==> src/rtl/fios_operand_server.sv <==
// -----------------------------------------------------------------------------
// fios_operand_server
//
// Memory-side responder for the FIOS Montgomery cascade. It holds the
// multi-word operand B and the modulus P and serves one W-bit word of each per
// fetch request. It also collects the result words pushed out of the last PE,
// assembles them into a full-width result and hands that result to the system
// over a valid/ready handshake.
//
// Ports
//   clock_i          system clock
//   reset_n_i        asynchronous active-low reset
//   load_i           strobe: capture B_i/P_i and restart the block
//   B_i, P_i         operands, word k at bits [k*W +: W]
//   b_fetch_i        advance the B read pointer (wraps after word S-1)
//   p_fetch_i        advance the P read pointer (wraps after word S-1)
//   rewind_i         strobe: both read pointers back to word 0
//   b_word_o         registered current B word
//   p_word_o         registered current P word
//   RES_push_i       result word strobe, least significant word first
//   RES_word_i       result word
//   result_o         assembled result, frozen while result_valid_o is high
//   result_valid_o   full result available
//   result_ready_i   consumer accepts the result
//   overflow_o       sticky: a push was dropped while a result was held
//
// Result assembly states
//   state       | meaning
//   ST_COLLECT  | accepting pushes into result word wr_idx
//   ST_HOLD     | full result presented, waiting for result_ready_i
//
// Precedence each cycle: load_i > rewind_i > fetch.
// -----------------------------------------------------------------------------
module fios_operand_server #(
    parameter int S = 16,
    parameter int W = 17
) (
    input  logic           clock_i,
    input  logic           reset_n_i,
    input  logic           load_i,
    input  logic [S*W-1:0] B_i,
    input  logic [S*W-1:0] P_i,
    input  logic           b_fetch_i,
    input  logic           p_fetch_i,
    input  logic           rewind_i,
    output logic [W-1:0]   b_word_o,
    output logic [W-1:0]   p_word_o,
    input  logic           RES_push_i,
    input  logic [W-1:0]   RES_word_i,
    output logic [S*W-1:0] result_o,
    output logic           result_valid_o,
    input  logic           result_ready_i,
    output logic           overflow_o
);

    localparam int PW = (S > 1) ? $clog2(S) : 1;

    typedef enum logic {
        ST_COLLECT = 1'b0,
        ST_HOLD    = 1'b1
    } state_t;

    logic [S*W-1:0] b_mem_q;
    logic [S*W-1:0] p_mem_q;
    logic [PW-1:0]  b_ptr_q;
    logic [PW-1:0]  p_ptr_q;
    logic [PW-1:0]  b_ptr_d;
    logic [PW-1:0]  p_ptr_d;
    logic [W-1:0]   b_word_q;
    logic [W-1:0]   p_word_q;

    state_t         state_q;
    logic [PW-1:0]  wr_idx_q;
    logic [S*W-1:0] result_q;
    logic           valid_q;
    logic           overflow_q;

    // Incremented read pointers with wrap after the last word.
    always_comb begin
        b_ptr_d = (b_ptr_q == PW'(S - 1)) ? '0 : b_ptr_q + PW'(1);
        p_ptr_d = (p_ptr_q == PW'(S - 1)) ? '0 : p_ptr_q + PW'(1);
    end

    // Operand storage and word serving. The output word is registered
    // together with the pointer, so it always shows the word at the pointer.
    always_ff @(posedge clock_i or negedge reset_n_i) begin
        if (!reset_n_i) begin
            b_mem_q  <= '0;
            p_mem_q  <= '0;
            b_ptr_q  <= '0;
            p_ptr_q  <= '0;
            b_word_q <= '0;
            p_word_q <= '0;
        end else if (load_i) begin
            b_mem_q  <= B_i;
            p_mem_q  <= P_i;
            b_ptr_q  <= '0;
            p_ptr_q  <= '0;
            b_word_q <= B_i[W-1:0];
            p_word_q <= P_i[W-1:0];
        end else if (rewind_i) begin
            b_ptr_q  <= '0;
            p_ptr_q  <= '0;
            b_word_q <= b_mem_q[W-1:0];
            p_word_q <= p_mem_q[W-1:0];
        end else begin
            if (b_fetch_i) begin
                b_ptr_q  <= b_ptr_d;
                b_word_q <= b_mem_q[int'(b_ptr_d)*W +: W];
            end
            if (p_fetch_i) begin
                p_ptr_q  <= p_ptr_d;
                p_word_q <= p_mem_q[int'(p_ptr_d)*W +: W];
            end
        end
    end

    // Result assembly FSM with registered valid/overflow.
    always_ff @(posedge clock_i or negedge reset_n_i) begin
        if (!reset_n_i) begin
            state_q    <= ST_COLLECT;
            wr_idx_q   <= '0;
            result_q   <= '0;
            valid_q    <= 1'b0;
            overflow_q <= 1'b0;
        end else if (load_i) begin
            // Load discards any partial or held result.
            state_q    <= ST_COLLECT;
            wr_idx_q   <= '0;
            result_q   <= '0;
            valid_q    <= 1'b0;
            overflow_q <= 1'b0;
        end else begin
            case (state_q)
                ST_COLLECT: begin
                    if (RES_push_i) begin
                        result_q[int'(wr_idx_q)*W +: W] <= RES_word_i;
                        if (wr_idx_q == PW'(S - 1)) begin
                            wr_idx_q <= '0;
                            valid_q  <= 1'b1;
                            state_q  <= ST_HOLD;
                        end else begin
                            wr_idx_q <= wr_idx_q + PW'(1);
                        end
                    end
                end
                ST_HOLD: begin
                    if (result_ready_i) begin
                        valid_q <= 1'b0;
                        state_q <= ST_COLLECT;
                        // A push coinciding with the handshake starts the
                        // next result rather than being lost.
                        if (RES_push_i) begin
                            result_q[W-1:0] <= RES_word_i;
                            wr_idx_q        <= PW'(1);
                        end
                    end else if (RES_push_i) begin
                        overflow_q <= 1'b1;
                    end
                end
                default: begin
                    state_q <= ST_COLLECT;
                    valid_q <= 1'b0;
                end
            endcase
        end
    end

    assign b_word_o       = b_word_q;
    assign p_word_o       = p_word_q;
    assign result_o       = result_q;
    assign result_valid_o = valid_q;
    assign overflow_o     = overflow_q;

endmodule
==> config.mk <==
export PLATFORM = sky130hd
export DESIGN_NAME = fios_operand_server
export DESIGN_NICKNAME = d
export VERILOG_FILES = /design/src/rtl/fios_operand_server.sv
export SDC_FILE = /design/constraint.sdc
export NUM_CORES = 1
export LEC_CHECK = 0
export BUFFER_PORTS_ARGS = -buffer_cell sky130_fd_sc_hd__buf_2
export CAP_MARGIN = 20
export CORE_MARGIN = 5
export CORE_UTILIZATION = 35
export CTS_CLUSTER_DIAMETER = 100
export CTS_CLUSTER_SIZE = 14
export DETAILED_ROUTE_END_ITERATION = 7
export GPL_ROUTABILITY_DRIVEN = 0
export HOLD_SLACK_MARGIN = 0.05
export MAX_ROUTING_LAYER = met4
export PLACE_DENSITY_LB_ADDON = 0.1
export SKIP_LAST_GASP = 1
export SYNTH_ARGS = -nofsm -noshare
export SYNTH_HDL_FRONTEND = slang
export SYNTH_SLANG_ARGS = --single-unit
==> constraint.sdc <==
create_clock -name clock_i -period 3.5 [get_ports clock_i]
set_input_delay 0.35 -clock clock_i [delete_from_list [all_inputs] [get_ports clock_i]]
set_output_delay 0.35 -clock clock_i [all_outputs]
set_load 0.02 [all_outputs]
# Yosys cells after proc, flatten, opt, wreduce, memory -nomap -nowiden
# Cells that the tools add are included.
[totals]
mem_bits_rw = 0
rom_bits = 0
word_cells = 82
regBits = 865
out_inout_bits = 308
inputBits = 569
n_memories = 0
latch_bits = 0
[op_classes]
n_reduce_logical = 8
magnitude_cmp = 0
bitwise = 1
n_mux = 41
mul = 3
eq_ne = 9
add_sub_neg = 4
n_div = 0
shifts = 4
[op_table]
columns = ["op", "n"]
rows = [
  ["272-bit 2-to-1 mux", 2],
  ["272-bit by 10-bit indexed part select with 17-bit output", 2],
  ["272-bit bitwise mux", 1],
  ["17-bit by 33-bit variable shift with 272-bit output (first input constant)", 1],
  ["17-bit by 33-bit indexed part select with 272-bit output", 1],
  ["255-bit 2-to-1 mux", 1],
  ["17-bit 2-to-1 mux", 8],
  ["4-bit 2-to-1 mux", 13],
  ["17-bit case mux with 2 select lines", 1],
  ["9-bit negator with 33-bit output", 1],
  ["4-bit by 5-bit multiplier with 9-bit output (second input constant)", 3],
  ["4-bit by 1-bit adder with 4-bit output (second input constant)", 3],
  ["4-bit == test (second input constant)", 3],
  ["1-bit 2-to-1 mux", 12],
  ["3-bit != test (second input constant)", 4],
  ["3-bit AND reduction", 3],
  ["4-bit case mux with 2 select lines", 1],
  ["3-bit nonzero test", 2],
  ["2-bit != test (second input constant)", 2],
  ["1-bit case mux with 2 select lines", 2],
  ["2-bit nonzero test", 2],
  ["2-bit AND reduction", 1],
  ["1-bit NOT", 1],
]

# Longest topological paths before layout
# Gate-level depths: netlist of the first run.
[depth]
ltp_word = 7
mapped_depth = 12
ltp_nobuf = 8

# Worst setup path after synthesis of the first run
# Ideal clock, no wire load.
[synth_path]
path_type = "register to register"
from = "reg wr_idx_q[0]"
to = "reg result_q[245] (netlist: result_o[245])"
stages_incl_launch_ff = 13
period_less_slack_ns = 2.510
path_slack_ns = 0.990
path_buffers = 4
arrival_ns = 2.432
t_required_ns = 3.422
cell_sequence = "dfrtp_1 buf_2 inv_1 ha_1 buf_2 or3b_1 buf_2 nand2b_4 o21a_1 nor2_1 nand3_2 buf_2 o2bb2ai_1"
[synth_via]
elab_chain_cells = 7
elab_cells_between_ends = 8
classes_between = "1 x add/sub; 1 x mul; 2 x shift; 4 x mux"
[synth_lines]
columns = ["element", "line_no", "source"]
rows = [
  ["start, declared", "73", "logic [PW-1:0] wr_idx_q;"],
  ["start signal, assigned", "143", "wr_idx_q <= wr_idx_q + PW'(1);"],
  ["4-bit by 5-bit multiplier with 9-bit output *", "137", "result_q[int'(wr_idx_q)*W +: W] <= RES_word_i;"],
  ["9-bit negator with 33-bit output *", "137", ""],
  ["17-bit by 33-bit indexed part select with 272-bit output or 17-bit by 33-bit variable shift with 272-bit output (tied branches)", "137", ""],
  ["272-bit bitwise mux *", "137", ""],
  ["272-bit 2-to-1 mux *", "136", "if (RES_push_i) begin"],
  ["255-bit 2-to-1 mux *", "134", "case (state_q)"],
  ["272-bit 2-to-1 mux *", "126", "end else if (load_i) begin"],
  ["end signal, assigned by index", "137", ""],
  ["end signal, assigned by index", "154", "result_q[W-1:0] <= RES_word_i;"],
  ["end, declared", "74", "logic [S*W-1:0] result_q;"],
]
# Mark *: on every way between the ends. The rest lies on a longest branch, timed or not. The select of a mux whose other input is x is not followed.
# A chain may end at the register's enable or synchronous reset.

# Worst setup path in the final report of the first run
[layout_path]
from = "reg wr_idx_q[1]"
to = "reg result_q[86] (netlist: result_o[86])"
# The elaborated chain is that of the path after synthesis.

==> results.json, run 1 <==
{
  "status": "complete, no violations",
  "first_global_vias": 31700,
  "clk_latency_ps": 640,
  "power_density_nw_per_um2": 442,
  "start_kind": "flip-flop",
  "yosysMostFrequentCell": "dfrtp_1",
  "synth_top_area_share_pct": 57.3,
  "maxSlewViolCount": 0,
  "portBuffers": 876,
  "cts_inserted_buffers": 72,
  "rsz0062_at_grt": "no",
  "cts_hold_buf": 550,
  "min-delay-start": "P_i[15]",
  "n_fill_cell": 9867,
  "path_class": "flip-flop to flip-flop",
  "reg2reg_depth": 7,
  "post-route-period-util_pct": 84.2,
  "die_x_um": 338,
  "ctsResizeCount": 0,
  "ys_top_cells_by_count": "dfrtp_1, mux2_2, nand2_1",
  "r2r-end": "result_o[86]",
  "critical_path.max_fanout": 17,
  "antenna_left": 0,
  "die_area_um2": 115000,
  "setup_tns_ps": 0,
  "hold_viol_final": 0,
  "viasPerCell": 5.23,
  "fin_total_pwr_uw": 22800,
  "fin_skew_ps": 23.9,
  "hold_path_depth": 2,
  "core_area_um2": 107000,
  "grt_max_degree": 174,
  "drive_gt1_share_pct": 40.0,
  "async_flop_share_pct": 100,
  "rows": 120,
  "setup_viol": 0,
  "synth_top_cell_by_area": "dfrtp_1",
  "holdWs_ps": 95.0,
  "drt_pass1_iterations": 8,
  "clockRootBuffer": "clkbuf_16",
  "dp_hpwl_mm": 106,
  "synthesis.nets": 3485,
  "drt-initial-drc-count": 2031,
  "synth_edf_count": 0,
  "worst_pin_slew_ps": 1110,
  "end_kind": "flip-flop",
  "htreeDepth": 3,
  "postRouteWirelength_mm": 146,
  "ys.warnings.count": 0,
  "cts_sinks": 865,
  "fmax_mhz": 340,
  "ys_top_cells_by_area": "dfrtp_1, mux2_2, mux4_2",
  "num_vias": 30000,
  "overflow": 0,
  "cts.clk_slew.worst_paths_ps": 70,
  "synth_area_per_cell_um2": 13.0,
  "maxCapViolations": 0,
  "cts_tree": "yes",
  "start_util_pct": 35.3,
  "fp.dieH_um": 338,
  "grt_pass1_wl_mm": 217,
  "cp_data_arrival_time_ps": 3470,
  "antenna_found_initial": 51,
  "ys_ff_latch": 865,
  "syn_inst": 2909,
  "drc": 0,
  "ys.flop_type": "dfrtp_1",
  "leakagePower_uw": 0.0230,
  "ys_types": 77,
  "wl_per_cell_um": 25.5,
  "ios": 877,
  "netlist_area_um2": 37800,
  "worst_slew_margin_rel_pct": 26.0,
  "hold_class": "input pin to flip-flop",
  "grt_usage_pct": 25.6,
  "cts_setup_buffers": 0,
  "cp.required_ps": 4030,
  "reg2reg_slack_ps": 550,
  "syn2layout_area_growth_pct": 36.4,
  "r2r-start": "wr_idx_q[1]",
  "ir_worst_vdd_uv": 346,
  "hold_end": "p_mem_q[15]",
  "clk_path_buf_depth": 3,
  "fin_crit_ps": 2950,
  "fin_nets": 4842,
  "ys_seq_area_share_pct": 57.3
}
[layer usage]
metal / wire, um / part of all wire (%) / track usage (%) / up-vias
met2: 70400 / 48 / 41.4 / 1047
met4: 5830 / 4.0 / 9.24 / 0
li1: - / - / - / 13500
met5: 0 / 0 / - / -
met1: 61200 / 42 / 32.3 / 15200
met3: 8670 / 5.9 / 4.76 / 263
[worst max-delay path: stages, from the launching register on]
cell and delay (ps):
dfrtp_1 500, inv_1 120, ha_1 340, o21ai_0 140, mux2_2 310, o21ai_2 450, nand2_1 550, o31ai_1 430
[registers in the layout (all words and copies together), names as in the netlist]
name / flops
result_o: 272
p_word_o: 17
b_ptr_q: 4
p_mem_q: 272
overflow_o: 1
b_mem_q: 272
p_ptr_q: 4
wr_idx_q: 4
result_valid_o: 1
b_word_o: 17
state_q: 1
[cells by family (layout without fill, tap and decap cells)]
family,after synthesis,after routing,share of synthesized area (%)
DFF,865,865,57.3
muxes,673,673,22.3
and+or+nand+nor,562,562,6.44
AOI/OAI and AO/OA,552,552,10.7
buffers and inverters,245,1609,2.83
adders and majority gates,7,7,0.232
xor gates and xnor gates,5,5,0.136
other,0,55,0
[power by group]
group	internal, uW	total [uW]	leakage [uW]	switching [uW]
Clock	3860	7640	0.000958	3770
Sequential	10700	11200	0.0108	451
Combinational	1860	3930	0.0113	2070
[per-stage QoR]
step | std cells | util (%) | setup WS (ps) | area [um2]
2_1_floorplan | 2909 | - | 990 | 37800
3_3_place_gp | 5045 | 41.0 | 697 | 43900
3_5_place_dp | 5045 | 41.0 | 636 | 43900
4_1_cts | 5676 | 48.0 | 578 | 51400
5_1_grt | 5726 | 48.1 | 360 | 51500
6_report | 5731 | 48.1 | 555 | 51500
[layout make-up]
type / count / area (um2) / share of cell area (%)
inverter: 22 / 82.6 / 0.160
timing repair buffer: 1506 / 10700 / 20.8
antenna: 55 / 138 / 0.267
tap: 1403 / 1760 / 3.41
clock inverter: 5 / 80.1 / 0.155
multi-input combinational: 1799 / 15200 / 29.5
sequential: 865 / 21600 / 42.0
clock buffer: 76 / 1870 / 3.63
[how the worst max path moves through the flow]
stage                 from            end  slack [ps]  depth (start not counted)
6_report       wr_idx_q[1]   result_o[86]         550                          7
5_1_grt        wr_idx_q[1]  result_o[147]         360                          8
4_1_cts        wr_idx_q[1]   result_o[86]         580                          7
3_5_place_dp   wr_idx_q[1]   result_o[88]         640                          7
3_3_place_gp    p_ptr_q[0]    p_word_o[4]         700                          7
2_1_floorplan  wr_idx_q[0]  result_o[245]         990                         12
[layout by cell type (no fill, tap or decap), drive strengths merged, types with 6 or more instances in the layout]
cell type      n
buf          956
a222oi        27
o221ai         8
diode         55
o22ai         10
nor2b         12
nand2        365
o311ai         7
nor3           8
nand2b         6
mux2         543
inv           24
o21ai         58
a31oi         19
a21oi        104
dfrtp        865
a211oi        14
o2bb2ai       36
mux4          81
a22oi         15
dlygate4sd3  550
ha             7
a2111oi        8
a221oi        10
clkbuf        76
o31ai        188
mux2i         49
nand3         92
nor2          49
a22o          19
(Power assumes the default switching activity.)
==> run 2, diff against run 1 <==
Settings changed: ABC_AREA set to 1.
Clock period 3.5 ns to 2.75 ns, I/O delays scaled along.
==> run 2 against run 1 <==
Against the previous run: sequential cell count unchanged; utilization about the same; area after synthesis up 5.3%; clock skew up 7.6 ps; final cell count up 37%; register-to-register slack worse by 260 ps; count of clock-buffer cells in the layout up 1; sequential power up 27%; critical endpoint is now result_o[180]; highest routed layer unchanged.
==> results.json, run 2 <==
{
  "status": "complete, no violations",
  "drc": 0,
  "maxSlewViolCount": 0,
  "async_flop_share_pct": 100,
  "multiInputGateArea_um2": 15500,
  "hold_viol_final": 0,
  "ctsResizeCount": 0,
  "ys.flop_type": "dfrtp_1",
  "antenna_left": 0,
  "fp.dieH_um": 347,
  "clk_latency_ps": 650,
  "comb_power_share_pct": 20.0,
  "core_area_um2": 113000,
  "ys_top_cells_by_area": "dfrtp_1, nand2_1, nand3_1",
  "cp.depth": 11,
  "grt_max_degree": 281,
  "clockPowerShare_pct": 32.9,
  "regArea_um2": 21600,
  "htreeDepth": 3,
  "yosysMostFrequentCell": "nand2_1",
  "netlist_area_um2": 39700,
  "internal_power_uw": 20800,
  "hold_path_depth": 3,
  "ys.warnings.count": 0,
  "ir_worst_vdd_uv": 423,
  "synth_top_cell_by_area": "dfrtp_1",
  "end_kind": "flip-flop",
  "fin_nets": 6923,
  "die_x_um": 347,
  "fmax_mhz": 407,
  "grt_pass1_wl_mm": 259,
  "rsz0062_at_grt": "no",
  "reg2reg_depth": 11,
  "clk_path_buf_depth": 3,
  "design_area_um2": 54200,
  "synth_area_per_cell_um2": 7.95,
  "leakagePower_uw": 0.0280,
  "num_vias": 40200,
  "cp_slowest_cell": "clkinv_1",
  "start_util_pct": 35.3,
  "drt_pass1_iterations": 6,
  "cts_sinks": 865,
  "swShare_pct": 30.8,
  "synthesis.nets": 5573,
  "ys_types": 40,
  "wl_per_cell_um": 22.1,
  "antenna_found_initial": 21,
  "fin_skew_ps": 31.5,
  "n_fill_cell": 11300,
  "drt-initial-drc-count": 3205,
  "cp_data_arrival_time_ps": 2990,
  "crit_family": "simple AND/OR/NAND/NOR gates",
  "postRouteWirelength_mm": 174,
  "overflow": 0,
  "ios": 877,
  "ys_top_cells_by_count": "nand2_1, dfrtp_1, nand3_1",
  "viasPerCell": 5.10,
  "fin_crit_ps": 2450,
  "path_class": "flip-flop to flip-flop",
  "setup_viol": 0,
  "syn2layout_area_growth_pct": 36.4,
  "cts.clk_slew.worst_paths_ps": 80,
  "die_area_um2": 120000,
  "synth_top_area_share_pct": 54.5,
  "post-route-period-util_pct": 89.3,
  "dpl_cell_area_um2": 46300,
  "synth_edf_count": 0,
  "start_kind": "flip-flop",
  "rows": 123,
  "ys_ff_latch": 865,
  "fin_total_pwr_uw": 30100,
  "crit_path_max_incr_delay_ps": 440,
  "cp_common_cell": "nand2_1",
  "worst_pin_slew_ps": 1150,
  "layout.cells.most_common": "nand2_1",
  "critical_path.max_fanout": 18,
  "cp.required_ps": 3280,
  "pwr-share-seq_pct": 47.1,
  "netSwitchingPower_uw": 9270,
  "cts_tree": "yes",
  "maxCapViolations": 0,
  "power_density_nw_per_um2": 555,
  "worst_slew_margin_rel_pct": 23.1,
  "crit_chain": "inv_1 > ha_1 > nand2_1 > nor2_1 > clkinv_1 > nand2_1 > inv_1 > nand2_1 > nor2_1 > nand3_1 > nand2_1",
  "dp_hpwl_mm": 124,
  "syn_inst": 4997,
  "first_global_vias": 40200,
  "cts_inserted_buffers": 72,
  "hold_class": "input pin to flip-flop",
  "ys_seq_area_share_pct": 54.5,
  "crit_start": "wr_idx_q[0]",
  "final_cell_mix": "nand2_1, buf_2, dfrtp_1",
  "drive_gt1_share_pct": 18.5,
  "min-delay-start": "load_i",
  "r2r-start": "wr_idx_q[0]",
  "portBuffers": 876,
  "grt_usage_pct": 28.8,
  "clockRootBuffer": "clkbuf_16",
  "path_buf_inv": 3
}
## run 2: changes by cell type after synthesis, moves of 81 or more
cell and delta:
o31ai_1 -186, nand4_1 +81, nand3_1 +590, mux2_2 -543, mux4_2 -81, nand2_1 +1396, clkbuf_1 +147, o21ai_0 +363
inv_1 +308, nor2_1 +105
## run 2: final timing paths
check	slack (ps)	endpoint
min in group asynchronous	210	b_mem_q[100]
max reg2reg	300	result_o[180]
max in group asynchronous	1460	p_mem_q[144]
min	80	p_mem_q[31]
max	300	result_o[180]
min reg2reg	460	p_mem_q[162]
## run 2: through the flow
step                instances  utilization, %  setup slack, ps  hold WS, ps  TNS [ps]
finish                   7876            48.1              296         80.7         0
global placement         7187            41.1            -36.5          280      -341
detailed placement       7189            41.1              287          288         0
floorplan                4997               -            -66.1        -20.6     -1320
CTS                      7855            48.1              261         52.0         0
global route             7872            48.1             91.0         82.6         0
## run 2: tightest hold or removal path, delay by kind of cell
family	cells	cell delay, ps
simple gates	2	200
buf+inv	1	190
## run 2: layout make-up
| type | count | share of cell area [%] |
|---|---|---|
| sequential | 865 | 39.9 |
| multi-input combinational | 3439 | 28.5 |
| timing repair buffer | 1624 | 21.9 |
| clock buffer | 77 | 3.52 |
| tap | 1500 | 3.46 |
| inverter | 345 | 2.41 |
| clock inverter | 5 | 0.132 |
| antenna | 21 | 0.0970 |
## run 2: timing repair
| action | 4_1_cts | 5_1_grt |
|---|---|---|
| buffers inserted | 0 | 0 |
| endpoints found under the hold margin | 652 | 0 |
| hold buffers | 584 | 0 |
## run 2: cells by family after synthesis
family | count (synthesis) | share of synthesized area (%)
simple gates | 2744 | 29.3
flops | 865 | 54.5
buf+inv | 693 | 6.79
compound gates | 686 | 9.10
fa+ha+maj | 7 | 0.220
xor+xnor | 2 | 0.139
## run 2: power groups by stage
stage | sequential (uW) | combinational (uW) | clock (uW)
after floorplan | 14500 | 2600 | 0
after global placement | 14400 | 5300 | 0
after detailed placement | 14400 | 5340 | 0
after CTS | 14200 | 6020 | 10100
after global routing | 14300 | 6590 | 10600
final | 14200 | 6020 | 9900
## run 2: metal layers
metal | share of wire, % | vias to the layer above | wire (um) | global-route usage (%)
met1 | 41 | 19500 | 71900 | 36.2
met2 | 47 | 1452 | 82600 | 46.4
met4 | 4.8 | 0 | 8310 | 12.1
met5 | 0 | - | 0 | -
met3 | 6.5 | 321 | 11300 | 4.76
li1 | - | 18900 | - | -
